--- src/rtl/aes_sbox_masked_sched.sv ---
// Byte-serial scheduler that shares one combinational masked S-box across a whole AES state.
// One fresh PRD word is consumed per byte; results and output masks are collected into data_o/mask_o.
module aes_sbox_masked_sched #(
  parameter int NumBytes = 16,
  parameter int PrdW     = 18
) (
  input  logic                  clk_i,
  input  logic                  rst_i,
  input  logic                  in_valid_i,
  output logic                  in_ready_o,
  input  logic [1:0]            op_i,
  input  logic [8*NumBytes-1:0] data_i,
  input  logic [8*NumBytes-1:0] mask_i,
  input  logic                  prd_valid_i,
  output logic                  prd_ready_o,
  input  logic [PrdW-1:0]       prd_i,
  output logic [1:0]            sbox_op_o,
  output logic [7:0]            sbox_data_o,
  output logic [7:0]            sbox_mask_o,
  output logic [PrdW-1:0]       sbox_prd_o,
  input  logic [7:0]            sbox_data_i,
  input  logic [7:0]            sbox_mask_i,
  output logic                  out_valid_o,
  input  logic                  out_ready_i,
  output logic [8*NumBytes-1:0] data_o,
  output logic [8*NumBytes-1:0] mask_o,
  output logic                  busy_o,
  output logic                  op_err_o
);

  localparam int IdxW = (NumBytes > 1) ? $clog2(NumBytes) : 1;
  localparam int StW  = 8 * NumBytes;

  typedef enum logic [1:0] {
    IDLE = 2'd0,
    RUN  = 2'd1,
    DONE = 2'd2
  } state_t;

  state_t            state, state_nxt;
  logic [IdxW-1:0]   idx;
  logic [StW-1:0]    job_data, job_mask;
  logic [1:0]        job_op;
  logic              op_err;
  logic              accept, xfer, last, op_legal;

  assign last     = (idx == IdxW'(NumBytes - 1));
  assign op_legal = (op_i == 2'b01) || (op_i == 2'b10);
  assign op_err_o = op_err;

  always_ff @(posedge clk_i) begin
    if (rst_i) state <= IDLE;
    else       state <= state_nxt;
  end

  // S-box inputs are forced to zero outside RUN so no stale share lingers on them
  always_comb begin
    state_nxt   = state;
    in_ready_o  = 1'b0;
    prd_ready_o = 1'b0;
    out_valid_o = 1'b0;
    busy_o      = (state != IDLE);
    accept      = 1'b0;
    xfer        = 1'b0;
    sbox_op_o   = 2'b00;
    sbox_data_o = 8'h00;
    sbox_mask_o = 8'h00;
    sbox_prd_o  = '0;
    case (state)
      IDLE: begin
        in_ready_o = 1'b1;
        if (in_valid_i) begin
          accept    = 1'b1;
          state_nxt = RUN;
        end
      end
      RUN: begin
        prd_ready_o = 1'b1;
        sbox_op_o   = job_op;
        sbox_data_o = job_data[idx*8 +: 8];
        sbox_mask_o = job_mask[idx*8 +: 8];
        sbox_prd_o  = prd_i;
        if (prd_valid_i) begin
          xfer = 1'b1;
          if (last) state_nxt = DONE;
        end
      end
      DONE: begin
        out_valid_o = 1'b1;
        if (out_ready_i) state_nxt = IDLE;
      end
      default: state_nxt = IDLE;
    endcase
  end

  // Consumed job bytes are wiped so each input share lives only until its S-box pass
  always_ff @(posedge clk_i) begin
    if (rst_i) begin
      idx      <= '0;
      job_data <= '0;
      job_mask <= '0;
      job_op   <= 2'b00;
      op_err   <= 1'b0;
      data_o   <= '0;
      mask_o   <= '0;
    end else begin
      op_err <= 1'b0;
      if (accept) begin
        job_data <= data_i;
        job_mask <= mask_i;
        job_op   <= op_legal ? op_i : 2'b01;
        op_err   <= ~op_legal;
        idx      <= '0;
      end
      if (xfer) begin
        data_o[idx*8 +: 8]   <= sbox_data_i;
        mask_o[idx*8 +: 8]   <= sbox_mask_i;
        job_data[idx*8 +: 8] <= 8'h00;
        job_mask[idx*8 +: 8] <= 8'h00;
        idx                  <= last ? '0 : idx + 1'b1;
      end
      if (state == DONE && out_ready_i) begin
        data_o <= '0;
        mask_o <= '0;
      end
    end
  end

endmodule

--- config.mk ---
export PLATFORM = sky130hd
export DESIGN_NAME = aes_sbox_masked_sched
export DESIGN_NICKNAME = d
export VERILOG_FILES = /design/src/rtl/aes_sbox_masked_sched.sv
export SDC_FILE = /design/constraint.sdc
export NUM_CORES = 1
export LEC_CHECK = 0
export ABC_AREA = 1
export CAP_MARGIN = 20
export CELL_PAD_IN_SITES_DETAIL_PLACEMENT = 0
export CELL_PAD_IN_SITES_GLOBAL_PLACEMENT = 2
export CORE_MARGIN = 1.5
export CORE_UTILIZATION = 26
export DETAILED_ROUTE_END_ITERATION = 12
export PLACE_DENSITY = 0.79
export SYNTH_ARGS = -nofsm -noshare
export SYNTH_HDL_FRONTEND = slang
export SYNTH_SLANG_ARGS = --single-unit
--- constraint.sdc ---
create_clock -name clk_i -period 3.5 [get_ports clk_i]
set_input_delay 1.05 -clock clk_i [delete_from_list [all_inputs] [get_ports clk_i]]
set_output_delay 1.05 -clock clk_i [all_outputs]
set_load 0.02 [all_outputs]
==> results.sh <==
export IMPL_outcome="complete, no violations"
export IMPL_start_util_pct=26.3
export IMPL_cap_violations=0
export IMPL_synth_top_family_by_area="simple AND/OR/NAND/NOR gates"
export IMPL_grt_antenna_before_repair=20
export IMPL_hold_buffers=0
export IMPL_synth_xor_xnor_area_share_pct=0
export IMPL_p_int_mw=11.3
export IMPL_groute_usage_overall_pct=24.0
export IMPL_wl_mm=114
export IMPL_synthToLayoutAreaGrowth_pct=41.2
export IMPL_netSwitchingFraction_pct=27.5
export IMPL_peakVddDrop_v=0.000350
export IMPL_cts_root_buffer="clkbuf_16"
export IMPL_dpl_cell_count=5047
export IMPL_synth_compound_area_share_pct=15.2
export IMPL_synth_seq_area_share_pct=44.6
export IMPL_critPathLaunch="idx[0]$_SDFFE_PP0P_"
export IMPL_worst_setup_path_end_kind="primary output"
export IMPL_synth_warnings=0
export IMPL_synth_area_um2=23400
export IMPL_io_pins=594
export IMPL_vias=24400
export IMPL_fin_nets=4253
export IMPL_syn_nets=3757
export IMPL_grt_max_degree=110
export IMPL_cp_start_kind="flip-flop"
export IMPL_slowest_delay_ns=0.41
export IMPL_worstMarginPinSlew_ns=1.04
export IMPL_clkLatencyLatePin_ns=0.64
export IMPL_numClockSinks=521
export IMPL_setup_viol=0
export IMPL_combPwrFrac_pct=15.0
export IMPL_seq_power_share_pct=40.6
export IMPL_remaining_drc_errors=0
export IMPL_worstPathCellList="buf_4 > buf_16 > a21oi_1 > o21ai_0 > nand3_1 > nand3_1 > a21oi_1 > buf_4"
export IMPL_dieHeight_um=303
export IMPL_port_buffers=593
export IMPL_cts_tree="built"
export IMPL_whs_ns=0.458
export IMPL_p_switching_mw=4.29
export IMPL_drive_gt1_share_pct=8.15
export IMPL_htreeDepth=2
export IMPL_clock_fmax_ghz=0.295
export IMPL_final_cell_count_no_fill=5173
export IMPL_p_clk_share_pct=44.4
export IMPL_drt_first_pass_iters=5
export IMPL_synthSimpleGateAreaFrac_pct=31.4
export IMPL_num_rows=109
export IMPL_grt_pass1_vias=23800
export IMPL_synth_fa_ha_area_share_pct=0.268
export IMPL_core_area_um2=88800
export IMPL_synth_ff_latch_count=521
export IMPL_crit_type="reg -> out"
export IMPL_finalCritPeriodShare_pct=96.9
export IMPL_grt_ovfl_total=0
export IMPL_gp_congestion=0.854
export IMPL_dpl_hpwl_mm=83.4
export IMPL_p_per_area_nw_per_um2=472
export IMPL_min_path_type="reg -> reg"
export IMPL_cpMaxStageDelayCell="dfxtp_4"
export IMPL_hold_viol=0
export IMPL_cts_buffers=60
export IMPL_crit_fanout=44
export IMPL_fin_crit_ns=3.39
export IMPL_muxShareOfSynthArea_pct=0
export IMPL_clk_pin_slew_ns=0.06
export IMPL_dieArea_um2=91800
export IMPL_clock_skew_ns=0.0295
export IMPL_cp_required_ns=2.45
export IMPL_synth_avg_cell_area_um2=6.77
export IMPL_holdCritStartpoint="job_data[54]$_SDFF_PP0_"
export IMPL_post_drt_wl_per_cell_um=22.0
export IMPL_synth_cell_types=31
export IMPL_drt_initial_drc_count=1717
export IMPL_grt_pass1_wl_mm=162
export IMPL_final_common_cell="nand2_1"
export IMPL_die_x_um=303
export IMPL_synth_cells=3455
export IMPL_final_setup_tns_ns=0
export IMPL_layout_common_cells="nand2_1, nor2_1, clkdlybuf4s50_1, dfxtp_1, o21ai_0"
export IMPL_p_leak_nw=12.7
export IMPL_rsz0062_at_grt="yes"
export IMPL_ant_nets=0
export IMPL_arrival_ns=2.34
export IMPL_vias_per_cell=4.71
export IMPL_reg2reg_from="idx[1]$_SDFFE_PP0P_"
export IMPL_max_slew_margin_rel_pct=30.5
export IMPL_slew_violations=0
export IMPL_clockBufferDepth=3
synthesized netlist by cell type, drive strengths merged:
master | instances | area share, %
nand2 | 788 | 13
nor2 | 601 | 10
dfxtp | 521 | 45
o21ai | 346 | 7.4
a21oi | 307 | 6.6
inv | 218 | 3.5
nand3 | 210 | 4.6
nor3 | 148 | 3.4
buf | 133 | 2.9
clkbuf | 129 | 2.1
o211ai | 34 | 1.1
nand4 | 10 | 0.27
ha | 5 | 0.27
a211oi | 1 | 0.032
clkinv | 1 | 0.016
o21bai | 1 | 0.032
o221a | 1 | 0.048
or2 | 1 | 0.027
layer usage:
metal  up-vias  wire length (µm)  global-route usage, %
met5         -               128                      0
li1      12100                 -                      -
met1     11300             44800                   27.7
met2       773             56000                   42.4
met3       164              8990                   6.60
met4        20              3870                   8.39
sequential cells by signal, summed over array words and instances, names as in the netlist:
register and cells:
state 2, job_mask 128, op_err_o 1, job_data 128, mask_o 128, data_o 128
idx 4, job_op 2
area by class of cell:
cell class | count | area (µm²)
Antenna cell | 8 | 20.0
Clock buffer | 84 | 1780
Clock inverter | 27 | 370
Fill cell | 9567 | 55800
Inverter | 219 | 835
Multi-Input combinational cell | 2453 | 11100
Sequential cell | 521 | 10400
Tap cell | 1165 | 1460
Timing Repair Buffer | 696 | 7020
stage by stage:
stage	worst slack [ns]	cell area, µm²	util, %	total power [mW]
final	0.108	33000	37.2	15.6
after detailed placement	0.129	30700	34.5	8.76
after global placement	0.112	30700	34.5	8.76
after floorplan	0.698	23400	-	7.69
after global routing	-0.00939	33000	37.2	16.2
after CTS	0.000714	33000	37.1	15.7
timing repair:
item                       in CTS  in global routing
gates cloned                    3                  0
gates resized for setup        82                 23
buffers inserted                1                  3
setup endpoints to repair      15                 63
pin swaps                       3                  5
worst max-delay path, delay by kind of cell, from the launching register on:
family	cells	cell delay, ns
AOI/OAI and AO/OA	3	0.53
DFF	1	0.41
buffers and inverters	3	0.58
and+or+nand+nor	2	0.18
power by group through the flow:
stage | clock [mW] | sequential, mW | combinational (mW)
2_1_floorplan | 0 | 6.44 | 1.26
3_3_place_gp | 0 | 6.44 | 2.31
3_5_place_dp | 0 | 6.45 | 2.31
4_1_cts | 7.06 | 6.32 | 2.36
5_1_grt | 7.29 | 6.35 | 2.58
6_report | 6.91 | 6.32 | 2.34
cell families after synthesis:
logic type | after synthesis
buffers and inverters | 481
flip-flops | 521
AND/OR/NAND/NOR | 1758
adder cells (fa/ha/maj) | 5
AO/OA/AOI/OAI | 690
worst paths after layout:
path / end / slack, ns / depth (start not counted)
worst max-delay path: sbox_mask_o[3] / 0.11 / 8
worst min register to register: job_data[54]$_SDFF_PP0_ / 0.46 / 2
worst max register to register: job_mask[82]$_SDFF_PP0_ / 0.42 / 12
worst min-delay path: job_data[54]$_SDFF_PP0_ / 0.46 / 2
Power figures use the tool's default switching activity.
